--- src/rtl/tap_prescaler_pkg.sv ---
// Shared definitions for the tap prescaler: FSM state encodings and the
// tap-bit placement function (also used by stepped_counter so both sides
// of the taps bus agree on spacing).
package tap_prescaler_pkg;

    typedef enum logic [1:0] {
        ST_STOPPED = 2'd0,
        ST_RUNNING = 2'd1,
        ST_SINGLE  = 2'd2
    } state_e;

    // Counter bit exposed as tap i: evenly spaced from bit 0 to bit width-1.
    function automatic int tapbit(input int i, input int width, input int ntaps);
        return (i * (width - 1)) / (ntaps - 1);
    endfunction

endpackage

--- src/rtl/tap_prescaler_sync2.sv ---
// Two-flop control synchroniser with async active-low reset (reset value 0).
// BYPASS=1 passes the input straight through for builds without
// synchronisation.
module tap_prescaler_sync2 #(
    parameter bit BYPASS = 1'b0
) (
    input  logic clk,
    input  logic rst_n,
    input  logic d_i,
    output logic q_o
);

    generate
        if (BYPASS) begin : g_bypass
            logic unused_s;
            assign unused_s = clk ^ rst_n;
            assign q_o      = d_i;
        end else begin : g_sync
            logic [1:0] ff_q;
            // Shift the asynchronous level through two flops.
            always_ff @(posedge clk or negedge rst_n) begin
                if (!rst_n) begin
                    ff_q <= 2'b00;
                end else begin
                    ff_q <= {ff_q[0], d_i};
                end
            end
            assign q_o = ff_q[1];
        end
    endgenerate

endmodule

--- src/rtl/tap_prescaler.sv ---
// Free-running prescaler feeding the taps[] bus. Exposes NTAPS evenly spaced
// counter bits as levels plus one-cycle rising-edge strobes, with run /
// single-burst / clear control.
// Build option: define TAP_PRESCALER_SYNC_EN to pass run, single and clear
// through 2-flop synchronisers (single is then edge-detected).
module tap_prescaler
    import tap_prescaler_pkg::*;
#(
    parameter int WIDTH = 32,
    parameter int NTAPS = 6,
    parameter int SELW  = $clog2(NTAPS)
) (
    input  logic             clk,
    input  logic             rst_n,
    input  logic             run,
    input  logic             single,
    input  logic [SELW-1:0]  single_sel,
    input  logic             clear,
    output logic [NTAPS-1:0] taps,
    output logic [NTAPS-1:0] tap_stb,
    output logic [WIDTH-1:0] cnt,
    output logic             running
);

`ifdef TAP_PRESCALER_SYNC_EN
    localparam bit SyncBypass = 1'b0;
`else
    localparam bit SyncBypass = 1'b1;
`endif

    logic             run_s;
    logic             single_lvl_s;
    logic             single_s;
    logic             clear_s;
    logic [WIDTH-1:0] cnt_inc_s;
    logic [NTAPS-1:0] rise_s;
    logic [SELW-1:0]  sel_eff_s;
    logic [SELW:0]    sel_ext_s;
    logic             sel_rise_s;
    logic             active_s;

    state_e           state_q, state_d;
    logic [WIDTH-1:0] cnt_q, cnt_d;
    logic [NTAPS-1:0] stb_q, stb_d;
    logic             running_q;

    tap_prescaler_sync2 #(.BYPASS(SyncBypass)) u_sync_run (
        .clk(clk), .rst_n(rst_n), .d_i(run), .q_o(run_s)
    );
    tap_prescaler_sync2 #(.BYPASS(SyncBypass)) u_sync_single (
        .clk(clk), .rst_n(rst_n), .d_i(single), .q_o(single_lvl_s)
    );
    tap_prescaler_sync2 #(.BYPASS(SyncBypass)) u_sync_clear (
        .clk(clk), .rst_n(rst_n), .d_i(clear), .q_o(clear_s)
    );

`ifdef TAP_PRESCALER_SYNC_EN
    logic single_prev_q;
    // Remember the previous synchronised single level so a held button fires once.
    always_ff @(posedge clk or negedge rst_n) begin
        if (!rst_n) begin
            single_prev_q <= 1'b0;
        end else begin
            single_prev_q <= single_lvl_s;
        end
    end
    assign single_s = single_lvl_s & ~single_prev_q;
`else
    assign single_s = single_lvl_s;
`endif

    assign cnt_inc_s = cnt_q + {{(WIDTH-1){1'b0}}, 1'b1};

    generate
        for (genvar g = 0; g < NTAPS; g++) begin : g_tap
            localparam int B = tapbit(g, WIDTH, NTAPS);
            assign taps[g]   = cnt_q[B];
            assign rise_s[g] = ~cnt_q[B] & cnt_inc_s[B];
        end
    endgenerate

    // Clamp out-of-range burst selectors to the highest tap and pick its rising edge.
    always_comb begin
        sel_ext_s = {1'b0, single_sel};
        if (sel_ext_s >= (SELW+1)'(NTAPS)) begin
            sel_eff_s = SELW'(NTAPS - 1);
        end else begin
            sel_eff_s = single_sel;
        end
        sel_rise_s = rise_s[sel_eff_s];
    end

    // Next-state logic: FSM transitions, counter update and strobe generation.
    always_comb begin
        state_d  = state_q;
        cnt_d    = cnt_q;
        stb_d    = '0;
        active_s = (state_q != ST_STOPPED);
        case (state_q)
            ST_STOPPED: begin
                if (run_s) begin
                    state_d = ST_RUNNING;
                end else if (single_s) begin
                    state_d = ST_SINGLE;
                end else begin
                    state_d = ST_STOPPED;
                end
            end
            ST_RUNNING: begin
                if (!run_s) begin
                    state_d = ST_STOPPED;
                end else begin
                    state_d = ST_RUNNING;
                end
            end
            ST_SINGLE: begin
                if (run_s) begin
                    state_d = ST_RUNNING;
                end else if (!clear_s && sel_rise_s) begin
                    state_d = ST_STOPPED;
                end else begin
                    state_d = ST_SINGLE;
                end
            end
            default: begin
                state_d = ST_STOPPED;
            end
        endcase
        if (clear_s) begin
            cnt_d = '0;
            stb_d = '0;
        end else if (active_s) begin
            cnt_d = cnt_inc_s;
            stb_d = rise_s;
        end else begin
            cnt_d = cnt_q;
            stb_d = '0;
        end
    end

    // State, counter, strobe and running-flag registers.
    always_ff @(posedge clk or negedge rst_n) begin
        if (!rst_n) begin
            state_q   <= ST_STOPPED;
            cnt_q     <= '0;
            stb_q     <= '0;
            running_q <= 1'b0;
        end else begin
            state_q   <= state_d;
            cnt_q     <= cnt_d;
            stb_q     <= stb_d;
            running_q <= (state_d != ST_STOPPED);
        end
    end

    assign cnt     = cnt_q;
    assign tap_stb = stb_q;
    assign running = running_q;

endmodule
--- config.mk ---
export PLATFORM = sky130hd
export DESIGN_NAME = tap_prescaler
export DESIGN_NICKNAME = d
export VERILOG_FILES = /design/src/rtl/tap_prescaler_pkg.sv /design/src/rtl/tap_prescaler_sync2.sv /design/src/rtl/tap_prescaler.sv
export SDC_FILE = /design/constraint.sdc
export NUM_CORES = 1
export LEC_CHECK = 0
export ABC_CLOCK_PERIOD_IN_PS = 2600
export CAP_MARGIN = 10
export CORE_ASPECT_RATIO = 0.9
export CORE_MARGIN = 3
export CORE_UTILIZATION = 30
export CTS_CLUSTER_SIZE = 8
export DETAILED_ROUTE_END_ITERATION = 7
export GPL_ROUTABILITY_DRIVEN = 0
export RECOVER_POWER = 50
export SETUP_SLACK_MARGIN = 0.15
export SYNTH_ARGS = -nofsm -noshare
export SYNTH_HDL_FRONTEND = slang
export SYNTH_SLANG_ARGS = --single-unit
--- constraint.sdc ---
create_clock -name clk -period 2.6 [get_ports clk]
set_input_delay 0.52 -clock clk [delete_from_list [all_inputs] [get_ports clk]]
set_output_delay 0.52 -clock clk [all_outputs]
set_load 0.03 [all_outputs]
==> flow_summary.json, run 1 <==
{
  "status": "completed",
  "crit_type": "reg2reg",
  "synth_cell_types": 34,
  "antenna_found_initial": 0,
  "via_per_inst": 5.11,
  "drtAntennaViolNets": 0,
  "vias": 1872,
  "cts_inserted_buffers": 5,
  "initial_core_util": 0.318,
  "grt_pass1_wl_um": 8870,
  "rr_startpoint": "cnt[1]$_DFFE_PN0P_",
  "num_antenna_cells": 0,
  "setup_viol": 0,
  "dp_hpwl_um": 3950,
  "holdBufCountCts": 0,
  "cts_buffer_depth": 2,
  "ir_drop_uv": 261,
  "slew_violations": 0,
  "maxCapViolCount": 0,
  "nFillCells": 684,
  "power_mw": 1.36,
  "core-area_mm2": 0.00673,
  "rrSetupSlack_ns": 0.23,
  "cp.required_ns": 2.79,
  "die-area_mm2": 0.00818,
  "drt-total-wl_um": 5450,
  "finalNetCount": 289,
  "worstPathMaxFanout": 4,
  "synthCells": 221,
  "p_leak_nw": 1.08,
  "p_per_area_mw_per_mm2": 471,
  "track_usage": 0.139,
  "max_slew_margin": 0.0598,
  "drive_gt1_frac": 0.127,
  "grt_remaining_overflow": 0,
  "first_global_vias": 1762,
  "portBuffers": 52,
  "ys_warn_count": 0,
  "clkTransAtPathRegs_ns": 0.08,
  "hold_viol": 0,
  "worst_pin_slew_ns": 1.41,
  "arrival_ns": 2.56,
  "die-height_um": 86.1,
  "hold_path_class": "in2async",
  "timing.hold.ws_ns": 0.528,
  "critPathCaptureType": "register",
  "setup-tns-final_ns": 0,
  "finalCritPeriodShare": 0.912,
  "max_freq_mhz": 422,
  "finalCriticalPeriod_ns": 2.37,
  "clock_latency_ns": 0.30,
  "start_kind": "register",
  "syn_area_per_cell_um2": 9.68,
  "netlist_area_mm2": 0.00214,
  "skew_ns": 0.00760,
  "rsz0062_at_grt": "false",
  "crit_end": "running$_DFF_PN0_",
  "cts_tree": "done",
  "synth_nets": 235,
  "htreeDepth": 2,
  "drcViolationCount": 0,
  "r2r_end": "running$_DFF_PN0_",
  "clockRootBuffer": "clkbuf_8",
  "drtIter0Drc": 49,
  "grt_max_degree": 26,
  "num_rows": 28,
  "die_w_um": 95.0,
  "synth-seq-cells": 41,
  "crit_path_start": "cnt[1]$_DFFE_PN0P_",
  "area_growth_pct": 35.2,
  "io_pins": 53,
  "cts.sink_count": 41,
  "seq_area_frac_synth": 0.480,
  "wl_per_cell_um": 14.9,
  "reg2regPathDepth": 9,
  "firstDrtPassIters": 5
}
critical path: stages, from the launching register on:
cell and delay [ns]:
dfrtp_2 0.41, ha_4 0.16, nand2_1 0.09, or4_1 0.58, nor3_4 0.21, ha_2 0.19
inv_1 0.04, o311ai_1 0.26, o2111a_1 0.25, o21bai_1 0.08
Yosys cell counts:
| cell | count | area share |
|---|---|---|
| and2_1 | 5 | 0.015 |
| and3_1 | 1 | 0.0029 |
| ha_1 | 6 | 0.035 |
| a21boi_0 | 1 | 0.0035 |
| dfrtp_1 | 41 | 0.48 |
| or4_4 | 1 | 0.0053 |
| o2111ai_2 | 1 | 0.0070 |
| or2_2 | 1 | 0.0029 |
| nand4_1 | 8 | 0.023 |
| and4_1 | 1 | 0.0041 |
| nor2_1 | 17 | 0.030 |
| buf_2 | 1 | 0.0023 |
| a211oi_1 | 5 | 0.018 |
| xnor2_1 | 5 | 0.020 |
| inv_1 | 12 | 0.021 |
| o31ai_1 | 10 | 0.035 |
| o21ai_0 | 8 | 0.019 |
| buf_6 | 2 | 0.011 |
| buf_4 | 6 | 0.021 |
| nand3_1 | 8 | 0.019 |
| o311ai_0 | 1 | 0.0041 |
| nand2_1 | 12 | 0.021 |
| mux4_2 | 1 | 0.011 |
| nand4_2 | 1 | 0.0059 |
| nor3_1 | 6 | 0.014 |
| a21oi_1 | 18 | 0.042 |
| or4_1 | 12 | 0.042 |
| xor2_1 | 4 | 0.016 |
| or3_1 | 9 | 0.026 |
| clkbuf_1 | 9 | 0.016 |
| nor4_1 | 4 | 0.012 |
| o211ai_1 | 1 | 0.0035 |
| o21bai_1 | 2 | 0.0070 |
| o2111a_1 | 1 | 0.0053 |
placed cells by master, fill, tap and decap left out, types with 2 or more instances in the layout:
master and instances:
inv_1 12, clkbuf_8 5, o31ai_1 10, a21oi_1 18, nor2_1 17, a211oi_1 5, nand3_1 7, buf_4 8
clkdlybuf4s50_1 45, or3_1 9, o21ai_0 8, and2_1 4, clkbuf_1 7, nand2_1 12, or4_1 12, nand4_1 8
nor3_1 5, o21bai_1 2, dfrtp_1 30, xor2_1 4, dfrtp_2 11, xnor2_1 5, nor4_1 3, dlygate4sd3_1 6
ha_1 4
per-stage QoR:
stage	instances	setup slack, ns	utilization	area, µm²
global placement	357	0.216	0.414	2780
CTS	365	0.151	0.430	2890
finish	366	0.228	0.430	2890
detailed placement	357	0.160	0.414	2780
global route	366	0.0820	0.430	2890
floorplan	221	0.153	-	2170
routing by layer:
metal	track usage	up-vias	wire, µm
met5	0	-	0
met4	0.0472	0	68
met3	0.0351	8	295
met2	0.210	44	2420
met1	0.194	910	2660
li1	-	910	-
where the power goes:
group / leakage (nW) / switching [mW] / internal [mW]
Clock: 0.0552 / 0.225 / 0.285
Sequential: 0.544 / 0.0169 / 0.654
Combinational: 0.482 / 0.111 / 0.0707
Total: 1.08 / 0.353 / 1.01
repair_timing:
action | 4_1_cts | 5_1_grt
setup endpoints to repair | 0 | 2
gates resized for setup | 0 | 6
buffers inserted | 0 | 1
hold endpoints to repair | 0 | 0
worst min path at each step:
stage / cells past startpoint / slack [ns] / start / to
3_3_place_gp: 1 / 0.56 / rst_n / tap_stb[0]$_DFF_PN0_
3_5_place_dp: 2 / 0.56 / cnt[20]$_DFFE_PN0P_ / cnt[20]$_DFFE_PN0P_
2_1_floorplan: 0 / 0.22 / rst_n / cnt[0]$_DFFE_PN0P_
4_1_cts: 1 / 0.24 / rst_n / tap_stb[0]$_DFF_PN0_
6_report: 1 / 0.53 / rst_n / tap_stb[0]$_DFF_PN0_
5_1_grt: 2 / 0.60 / cnt[19]$_DFFE_PN0P_ / cnt[19]$_DFFE_PN0P_
registers in the layout, indices dropped and copies added, names as in the netlist:
signal / flops
state_q: 2
cnt: 32
running: 1
tap_stb: 6
cells by family after synthesis:
logic type | count (synthesis) | share of synthesized area
AO/OA/AOI/OAI | 48 | 0.144
adder cells (fa/ha/maj) | 6 | 0.0351
XOR/XNOR | 9 | 0.0369
AND/OR/NAND/NOR | 86 | 0.223
buffers and inverters | 30 | 0.0708
multiplexers | 1 | 0.0105
flip-flops | 41 | 0.480
layout make-up:
| class | count | area, µm² | area share |
|---|---|---|---|
| clock buffer | 6 | 72.6 | 0.0251 |
| clock inverter | 2 | 35.0 | 0.0121 |
| inverter | 12 | 45.0 | 0.0156 |
| multi-input combinational | 150 | 992 | 0.343 |
| sequential | 41 | 1040 | 0.360 |
| tap | 90 | 113 | 0.0390 |
| timing repair buffer | 65 | 593 | 0.205 |
Power figures use the tool's default switching activity.
==> inputs of run 2 (changes only) <==
- ABC_CLOCK_PERIOD_IN_PS: 2600 -> 2900
- SKIP_LAST_GASP: default -> 1
- clock period: 2.6 -> 2.9 ns (I/O delays scaled with it)
==> run 2 against run 1 <==
The run now ends with max-capacitance violations, max-slew violations left. Clock skew rose by 0.0013 ns. Critical path depth did not move. Wire length fell by 2.2%. Core utilization is 1.6 points lower. Flip-flop and latch count is the same. Largest cell class unchanged. Register-to-register slack gained 0.13 ns. Via count decreased by 3.1%. Combinational power is 13% lower. Die area is the same. Fmax down 6.6%.
==> flow_summary.json, run 2 (same netlist as run 1, synthesis figures left out) <==
{
  "holdBufCountCts": 0,
  "first_global_vias": 1690,
  "cts.sink_count": 41,
  "p_leak_nw": 1.05,
  "drtIter0Drc": 50,
  "cp.required_ns": 3.07,
  "die_w_um": 95.0,
  "start_kind": "register",
  "num_antenna_cells": 0,
  "grt_max_degree": 42,
  "vias": 1814,
  "initial_core_util": 0.318,
  "max_slew_margin": -0.498,
  "violations": "max-capacitance violations, max-slew violations",
  "max_freq_mhz": 394,
  "crit_type": "reg2reg",
  "portBuffers": 52,
  "seq_area_mm2": 0.00103,
  "combPwrFrac": 0.138,
  "largest_register_ffs": 32,
  "crit_family": "simple AND/OR/NAND/NOR gates",
  "via_per_inst": 5.05,
  "die-height_um": 86.1,
  "cts_inserted_buffers": 5,
  "maxCapViolCount": 1,
  "path_buf_inv": 1,
  "fin_area_mm2": 0.00278,
  "seqPwrFrac": 0.526,
  "crit_slowest_cell": "or4_1",
  "grt_remaining_overflow": 0,
  "worstPathMaxFanout": 4,
  "slowest_delay_ns": 0.55,
  "slew_violations": 42,
  "critPathCaptureType": "register",
  "internal-power_mw": 0.835,
  "core-area_mm2": 0.00673,
  "hold_path_class": "reg2reg",
  "switching_share": 0.270,
  "track_usage": 0.138,
  "area_growth_pct": 30.1,
  "utilization": 0.414,
  "crit_path_start": "cnt[1]$_DFFE_PN0P_",
  "die-area_mm2": 0.00818,
  "finalCriticalPeriod_ns": 2.54,
  "dp_hpwl_um": 3790,
  "setup-tns-final_ns": 0,
  "final_common_cell": "clkdlybuf4s50_1",
  "multi_input_area_um2": 957,
  "rsz0062_at_grt": "false",
  "final_cells": 359,
  "clockRootBuffer": "clkbuf_8",
  "clkTransAtPathRegs_ns": 0.08,
  "finalNetCount": 283,
  "num_rows": 28,
  "grt_pass1_wl_um": 8780,
  "setup_viol": 0,
  "clock_latency_ns": 0.29,
  "clkPwrFrac": 0.336,
  "cts_buffer_depth": 2,
  "hold_viol": 0,
  "finalCritPeriodShare": 0.875,
  "rr_startpoint": "cnt[1]$_DFFE_PN0P_",
  "power_mw": 1.14,
  "nFillCells": 701,
  "htreeDepth": 2,
  "antenna_found_initial": 0,
  "rrSetupSlack_ns": 0.36,
  "drt-total-wl_um": 5320,
  "worst_pin_slew_ns": 2.25,
  "skew_ns": 0.00895,
  "layout_common_cells": "clkdlybuf4s50_1 (44), dfrtp_1 (41), a21oi_1 (18)",
  "arrival_ns": 2.71,
  "dp.cells": 351,
  "path_cells": "ha_2 > nand2_1 > or4_1 > nor3_1 > ha_1 > inv_1 > o311ai_0 > o2111a_1 > o21bai_1",
  "drive_gt1_frac": 0.0558,
  "switchingPower_mw": 0.309,
  "p_per_area_mw_per_mm2": 411,
  "ir_drop_uv": 133,
  "status": "finished with violations",
  "min_from": "cnt[19]$_DFFE_PN0P_",
  "drtAntennaViolNets": 0,
  "drcViolationCount": 0,
  "placed_cell_area_mm2": 0.00271,
  "cts_tree": "done",
  "firstDrtPassIters": 4,
  "wl_per_cell_um": 14.8,
  "io_pins": 53
}
run 2: cell types whose count changed in the layout (fill, tap and decap cells not counted), moves of 2 or more:
cell,before,now
buf_4,8,4
clkbuf_1,7,5
dfrtp_1,30,41
dfrtp_2,11,0
run 2: power groups by stage:
stage	registers [mW]	clock network, mW	logic [mW]
after floorplan	0.636	0	0.0680
after global placement	0.613	0	0.160
after detailed placement	0.614	0	0.160
after CTS	0.602	0.396	0.160
after global routing	0.605	0.423	0.171
final	0.602	0.384	0.158
run 2: cell type report:
class | instances | share of cell area
inverters | 12 | 0.0162
well taps | 90 | 0.0405
multi-input cells | 150 | 0.344
flip-flops and latches | 41 | 0.369
repair buffers | 59 | 0.200
clock buffers | 7 | 0.0310
run 2: through the flow:
stage,hold WS [ns],setup slack (ns)
after floorplan,0.284,0.233
after global placement,0.563,0.389
after detailed placement,0.565,0.322
after CTS,0.466,0.307
after global routing,0.586,0.156
final,0.574,0.362
run 2: path summary, 6_finish.rpt:
check	cells after the start	to
worst max register to register	9	running$_DFF_PN0_
worst min register to register	2	cnt[19]$_DFFE_PN0P_
min in group asynchronous	1	cnt[4]$_DFFE_PN0P_
worst min-delay path	2	cnt[19]$_DFFE_PN0P_
worst max-delay path	9	running$_DFF_PN0_
max in group asynchronous	1	cnt[8]$_DFFE_PN0P_
run 2: worst min-delay path, delay by kind of cell, from the launching register on:
family          cells  cell delay (ns)
flops               1             0.40
compound gates      2             0.13
run 2: routing by layer:
layer  track usage  wire length (µm)  share of wire
met1         0.199              2610           0.49
met2         0.202              2400           0.45
met3        0.0342               271          0.051
met4        0.0433                44         0.0083
met5             0                 0              0
run 2: what timing repair did:
item,in CTS,in global routing
buffers inserted,0,1
endpoints found under the setup margin,0,2
resized for setup,0,1
